### src/rtl/cpu_pkg.sv
// ============================================================================
// Module   : cpu_pkg
// Brief    : Shared widths, port indices and arbiter defaults for the CPU memory path.
// Revision : 1.0 - initial release
// ============================================================================
`default_nettype none

package cpu_pkg;

    localparam int CELL_BITS        = 32;
    localparam int ADDR_BITS        = 11;
    localparam int STARVE_LIMIT_DEF = 4;

    typedef enum logic [1:0] {
        PORT_LD   = 2'd0,
        PORT_DT   = 2'd1,
        PORT_IF   = 2'd2,
        PORT_NONE = 2'd3
    } port_e;

endpackage

`default_nettype wire

### src/rtl/mem_arb_pick.sv
// ============================================================================
// Module   : mem_arb_pick
// Brief    : Combinational winner selection: loader lock, fetch promotion, ld > dt > if.
// Revision : 1.0 - initial release
// ============================================================================
`default_nettype none

module mem_arb_pick
    import cpu_pkg::*;
(
    input  logic  ld_req,
    input  logic  dt_req,
    input  logic  if_req,
    input  logic  ld_lock,
    input  logic  promote,
    output port_e sel
);

    always_comb begin
        sel = PORT_NONE;
        if (ld_lock) begin
            // The loader owns the RAM outright; everyone else waits.
            sel = ld_req ? PORT_LD : PORT_NONE;
        end else if (promote && if_req) begin
            sel = PORT_IF;
        end else if (ld_req) begin
            sel = PORT_LD;
        end else if (dt_req) begin
            sel = PORT_DT;
        end else if (if_req) begin
            sel = PORT_IF;
        end
    end

endmodule

`default_nettype wire

### src/rtl/mem_arbiter.sv
// ============================================================================
// Module   : mem_arbiter
// Brief    : Three-port single-RAM arbiter with fetch starvation promotion.
// Revision : 1.0 - initial release
// ============================================================================
`default_nettype none

module mem_arbiter #(
    parameter int CELL_BITS    = cpu_pkg::CELL_BITS,
    parameter int ADDR_BITS    = cpu_pkg::ADDR_BITS,
    parameter int STARVE_LIMIT = cpu_pkg::STARVE_LIMIT_DEF
) (
    input  logic                 clk,
    input  logic                 rst,
    input  logic                 ld_req,
    input  logic                 ld_we,
    input  logic [ADDR_BITS-1:0] ld_addr,
    input  logic [CELL_BITS-1:0] ld_wdata,
    output logic                 ld_gnt,
    output logic                 ld_rvalid,
    input  logic                 dt_req,
    input  logic                 dt_we,
    input  logic [ADDR_BITS-1:0] dt_addr,
    input  logic [CELL_BITS-1:0] dt_wdata,
    output logic                 dt_gnt,
    output logic                 dt_rvalid,
    input  logic                 if_req,
    input  logic                 if_we,
    input  logic [ADDR_BITS-1:0] if_addr,
    input  logic [CELL_BITS-1:0] if_wdata,
    output logic                 if_gnt,
    output logic                 if_rvalid,
    output logic [CELL_BITS-1:0] rdata,
    input  logic                 ld_lock,
    output logic                 mem_en,
    output logic                 mem_we,
    output logic [ADDR_BITS-1:0] mem_addr,
    output logic [CELL_BITS-1:0] mem_wdata,
    input  logic [CELL_BITS-1:0] mem_rdata
);

    import cpu_pkg::*;

    localparam int c_cnt_w = $clog2(STARVE_LIMIT + 1);

    logic [c_cnt_w-1:0] r_starve_cnt;
    port_e              r_rv_owner;
    port_e              w_sel;
    port_e              w_gsel;
    logic               w_promote;

    assign w_promote = (r_starve_cnt == c_cnt_w'(STARVE_LIMIT));

    mem_arb_pick u_pick (
        .ld_req  (ld_req),
        .dt_req  (dt_req),
        .if_req  (if_req),
        .ld_lock (ld_lock),
        .promote (w_promote),
        .sel     (w_sel)
    );

    assign w_gsel = rst ? PORT_NONE : w_sel;

    assign ld_gnt = (w_gsel == PORT_LD);
    assign dt_gnt = (w_gsel == PORT_DT);
    assign if_gnt = (w_gsel == PORT_IF);
    assign mem_en = (w_gsel != PORT_NONE);

    always_comb begin
        mem_we    = 1'b0;
        mem_addr  = '0;
        mem_wdata = '0;
        case (w_gsel)
            PORT_LD: begin
                mem_we    = ld_we;
                mem_addr  = ld_addr;
                mem_wdata = ld_wdata;
            end
            PORT_DT: begin
                mem_we    = dt_we;
                mem_addr  = dt_addr;
                mem_wdata = dt_wdata;
            end
            PORT_IF: begin
                mem_we    = if_we;
                mem_addr  = if_addr;
                mem_wdata = if_wdata;
            end
            default: ;
        endcase
    end

    always_ff @(posedge clk) begin
        if (rst) begin
            r_starve_cnt <= '0;
            r_rv_owner   <= PORT_NONE;
        end else begin
            // Counter is frozen under the loader lock so promotion resumes where it left off.
            if (!ld_lock) begin
                if (!if_req || if_gnt) begin
                    r_starve_cnt <= '0;
                end else if (!w_promote) begin
                    r_starve_cnt <= r_starve_cnt + 1'b1;
                end
            end
            r_rv_owner <= (mem_en && !mem_we) ? w_gsel : PORT_NONE;
        end
    end

    // Gating with rst squashes a read that was granted just before reset.
    assign ld_rvalid = !rst && (r_rv_owner == PORT_LD);
    assign dt_rvalid = !rst && (r_rv_owner == PORT_DT);
    assign if_rvalid = !rst && (r_rv_owner == PORT_IF);
    assign rdata     = mem_rdata;

endmodule

`default_nettype wire

### config.mk
export PLATFORM = sky130hd
export DESIGN_NAME = mem_arbiter
export DESIGN_NICKNAME = d
export VERILOG_FILES = /design/src/rtl/cpu_pkg.sv /design/src/rtl/mem_arb_pick.sv /design/src/rtl/mem_arbiter.sv
export SDC_FILE = /design/constraint.sdc
export NUM_CORES = 1
export LEC_CHECK = 0
export CAP_MARGIN = 0
export CORE_AREA = 2 2 98 100
export DETAILED_ROUTE_END_ITERATION = 8
export DIE_AREA = 0 0 100 102
export HOLD_SLACK_MARGIN = 0.1
export PLACE_DENSITY = 0.66
export SLEW_MARGIN = 25
export SYNTH_ARGS = -nofsm -noshare
export SYNTH_HDL_FRONTEND = slang
export SYNTH_SLANG_ARGS = --single-unit
### constraint.sdc
create_clock -name clk -period 4.4 [get_ports clk]
set_input_delay 1.32 -clock clk [delete_from_list [all_inputs] [get_ports clk]]
set_output_delay 1.32 -clock clk [all_outputs]
set_load 0.01 [all_outputs]
Word-level counts from Yosys, hierarchy flattened
Cells that the tools add are included.

Add/subtract/negate cells: 1. Equal/unequal tests: 7. Muxes and demuxes: 12. Bitwise logic cells: 2. Reductions and logical operators: 13.

Operators with widths (count): $pmux W32 S3 (1); $pmux W11 S3 (1); $mux W2 (6); $mux W3 (2); $logic_and A1 B1 Y1 (5); $eq A2 B1 Y1 const B (2); $eq A2 B2 Y1 const B (2); $logic_not A2 Y1 (2); $ne A2 B2 Y1 const B (2); $add A3 B1 Y3 const B (1); $eq A3 B3 Y1 const B (1); $logic_not A1 Y1 (3); $pmux W1 S3 (1); $not A1 Y1 (2); $reduce_and A2 Y1 (1); $reduce_or A2 Y1 (1); $logic_or A1 B1 Y1 (1); $mux W1 (1).

Flip-flop bits (word level): 5. Input port bits: 170.

Logic depth before layout (Yosys ltp)
Depth in word-level cells: 12. Depth in mapped cells: 9.

By module
From an unflattened synthesis, not the netlist that was laid out.

Cells, all modules: 272. Area total of the unflattened synthesis: 1981.9 um^2.

Modules (own cells, without submodules): mem_arbiter (times used 1, cells an instance 267, area each 1949.4 um^2); mem_arb_pick (times used 1, cells an instance 5, area each 32.5 um^2).

Worst setup path before layout
OpenSTA, ideal clock, no wires.

Kind: in2out. Start point: in ld_req. End point: out mem_wdata[14]. Arrival time: 2461 ps. Required time: 3080 ps. Slack: 619 ps. Stages on the path: 7. Path buffers: 3. Cell sequence: or2_1 a21o_1 buf_2 buf_6 buf_6 mux2i_1 o22ai_1.

Word-level cells in the longest chain between the ends: 6. Elaborated cells on any way between the ends: 9. Those cells by class: eq/ne (2); mux (6); reduce/logical (1).

Ends and longest elaborated chain: from (decl) (RTL line mem_arbiter.sv:15) `input logic ld_req,`; $mux W2 (RTL line mem_arb_pick.sv:26) `end else if (ld_req) begin`; $mux W2 (RTL line mem_arb_pick.sv:24) `end else if (promote && if_req) begin`; $mux W2 (*) (RTL line mem_arb_pick.sv:21) `if (ld_lock) begin`; $mux W2 (*) (RTL line mem_arbiter.sv:63) `assign w_gsel = rst ? PORT_NONE : w_sel;`; $eq A2 B2 Y1, or another cell as far along (RTL line mem_arbiter.sv:74) `case (w_gsel)`; $pmux W32 S3 (*) (RTL line mem_arbiter.sv:74); to (decl) (RTL line mem_arbiter.sv:38) `output logic [CELL_BITS-1:0] mem_wdata,`.

Every way passes the cells marked *; elsewhere a longest branch is shown, timed or not.

Final worst setup path
Start point: in ld_req. End point: out mem_wdata[7].

Same word-level chain as after synthesis.

==> metrics <==
Yosys cell types=25; Arr. time, crit path=~3 ns; Final setup viols=0; Ports=253; vias in the first global route=~2200; cells after synthesis=about 230; R2R Path Start=r_starve_cnt[0]$_SDFFE_PP0P_; minimum clock period=4.34 ns; largest net degree at the start of global routing=27; Initial Utilization=17.3%; crit share post-route=between 90% and 100%; critical path, cell by cell=clkdlybuf4s50_1, or2_4, a21o_4, buf_12, mux2i_1, o22ai_1, clkdlybuf4s15_1; # clock sinks=5; Final Slew Violations=0; drt pass-1 iters=6; unrepaired setup endpoints after global routing=yes; Ant. Diodes=0; CTS tree=built; clock skew=between 0.0015 and 0.002 ns; min-delay worst type=flip-flop to flip-flop; core area=0.00911 mm²; CP Launch Type=primary input; DR WL/cell=15.8 µm; R2R Setup Slk=2.72 ns; Crit path buffers/inverters=3; post-route cell area=0.00353 mm²; Crit path max-delay family=buffers and inverters; total CTS buffers=3; critical path's slowest cell=clkdlybuf4s50_1; syn_area_per_cell=6.89 µm²; Yosys warning count=0; GP Congestion=0.834; peak supply drop=around 0.000057 V; total die area=0.0102 mm²; PD cells=135 mW/mm²; final wirelength=around 8000 µm; Vias/cell=approximately 4.6; Post-Syn Area=around 0.0016 mm²; initial antenna violation count=0; first-pass GRT wire length=roughly 11000 µm; Layout Nets=roughly 570; Slew @ Worst Pin=0.223 ns; H-tree levels=1; Reg clk slew, reported paths=0.04 ns; total track usage=13.6%; Lkg Pwr=~1.7 nW; Hold-fix buffers, CTS=0; area growth from synthesis to layout=124%; clock insertion delay at the later pin of the skew report=~0.23 ns; Antenna Nets Post-Route=0; max-cap violations=0; Crit. End Element=primary output; hold_sp=r_starve_cnt[1]$_SDFFE_PP0P_; IO buf count=188; Hold WS=about 0.47 ns; crit path launch=ld_req; post-synthesis sequential area ratio=under 10%; die extent in y=102 µm; CTS Root Cell=clkbuf_8; Fin. Hold Viols=0; hpwl dp=between 6000 and 7000 µm; Chip Width=around 100 µm; Yosys reg bits=5; GRT Residual Overflow=0; row count=35; Total Power=about 0.48 mW; crit-path max cell delay=0.43 ns; CP Class=primary input to primary output; CTS Buffer Depth=2; Mapped Nets=roughly 400; Post-route DRC=0; Slew headroom=between 80% and 90%; Fillers=between 900 and 1000; share of layout cells above drive strength 1=17.5%; Max Clk Rate=~0.23 GHz; CP max FO=23; status=completed; vias=2305; 1st-iter DRT viols=94; Crit path required time=3.08 ns; Post-DP Area=between 0.003 and 0.004 mm²
## routing by layer
| layer | global-route usage [%] | vias to the layer above | wire, µm | share of wire, % |
|---|---|---|---|---|
| li1 | - | 1121 | - | - |
| met1 | 16.2 | 1042 | 3070 | 38 |
| met2 | 25.5 | 129 | 4160 | 52 |
| met3 | 2.19 | 13 | 652 | 8.1 |
| met4 | 3.27 | 0 | 129 | 1.6 |
| met5 | 0 | - | 0 | 0 |
## path summary, 6_finish.rpt
path,endpoint,cells after the start
setup reg to reg,r_rv_owner[1]$_SDFF_PP1_,8
setup / recovery,mem_wdata[7],7
hold / removal,r_starve_cnt[1]$_SDFFE_PP0P_,2
hold reg to reg,r_starve_cnt[1]$_SDFFE_PP0P_,2
## cell type report
cell class                 count  area, µm²  share of cell area, %
multi-input combinational    165       1150                   32.7
clock buffer                   4       45.0                   1.28
inverter                       6       22.5                  0.638
timing repair buffer         215       2070                   58.7
sequential                     5        100                   2.84
tap                          111        139                   3.94
## through the flow
stage / cells / worst slack, ns / utilization, % / TNS, ns
2_1_floorplan: 229 / 0.619 / - / 0
3_3_place_gp: 494 / -0.267 / 38.2 / -10.29
3_5_place_dp: 494 / -0.254 / 38.2 / -9.98
4_1_cts: 503 / 0.00128 / 39.1 / 0
5_1_grt: 506 / -0.0111 / 38.7 / -0.0111
6_report: 506 / 0.0647 / 38.7 / 0
## registers in the layout (all words and copies together) (netlist names)
register      cells
r_starve_cnt      3
r_rv_owner        2
## worst register-to-register path, stage by stage, from the launching register on
cell,delay (ns)
dfxtp_1,0.34
inv_1,0.07
ha_1,0.25
a21bo_2,0.25
a21oi_4,0.14
buf_6,0.14
buf_4,0.11
mux2i_1,0.17
nand3_1,0.09
## synth_stat cells
library cell  instances  area [µm²]
inv_1                 6        22.5
nand2_1              48         180
o32ai_1               1        8.76
dfxtp_1               5         100
mux2i_1              45         450
ha_1                  2        25.0
or3_1                 1        6.26
a21oi_2               1        8.76
and3_1                2        12.5
buf_6                 3        33.8
nor2_1                2        7.51
a21bo_2               1        10.0
nor3b_1               2        15.0
buf_2                12        60.1
clkbuf_1              5        18.8
nor3_1                1        5.00
nand2_4               1        11.3
a21oi_1               5        25.0
o22ai_1              44         275
a21boi_0              1        7.51
nand2b_1              2        12.5
nand3_1               4        20.0
a21o_1                1        7.51
or2_1                 1        6.26
buf_4                33         248
## cells by family (layout without fill, tap and decap cells)
kind of cell	after synthesis	count (layout)	synth area share (%)
adder cells (fa/ha/maj)	2	2	1.59
flip-flops	5	5	6.34
AND/OR/NAND/NOR	64	64	17.5
AO/OA/AOI/OAI	54	54	21.7
buffers and inverters	59	225	24.3
multiplexers	45	45	28.5
## power breakdown
part	internal (mW)	switching (mW)
sequential	0.0473	0.00120
combinational	0.211	0.129
clock	0.0624	0.0260
total	0.321	0.156
## placed cells by master (no fill, tap or decap), types with 2 or more instances in the layout
| master | count |
|---|---|
| clkdlybuf4s50_1 | 140 |
| nand2_1 | 48 |
| mux2i_1 | 44 |
| o22ai_1 | 44 |
| clkbuf_2 | 30 |
| buf_4 | 13 |
| clkdlybuf4s15_1 | 9 |
| dlygate4sd2_1 | 8 |
| buf_12 | 7 |
| inv_1 | 6 |
| buf_6 | 5 |
| dfxtp_1 | 5 |
| nand3_1 | 4 |
| a21oi_1 | 4 |
| clkbuf_8 | 3 |
| a21oi_4 | 2 |
| nor2_1 | 2 |
| and3_1 | 2 |
| nor3b_1 | 2 |
| ha_1 | 2 |
## timing repair
item | in CTS | in global routing
setup buffers | 4 | 1
resized for setup | 59 | 72
setup endpoints to repair | 48 | 44
gates cloned | 1 | 2
pin swaps | 2 | 0
Power figures use the tool's default switching activity.
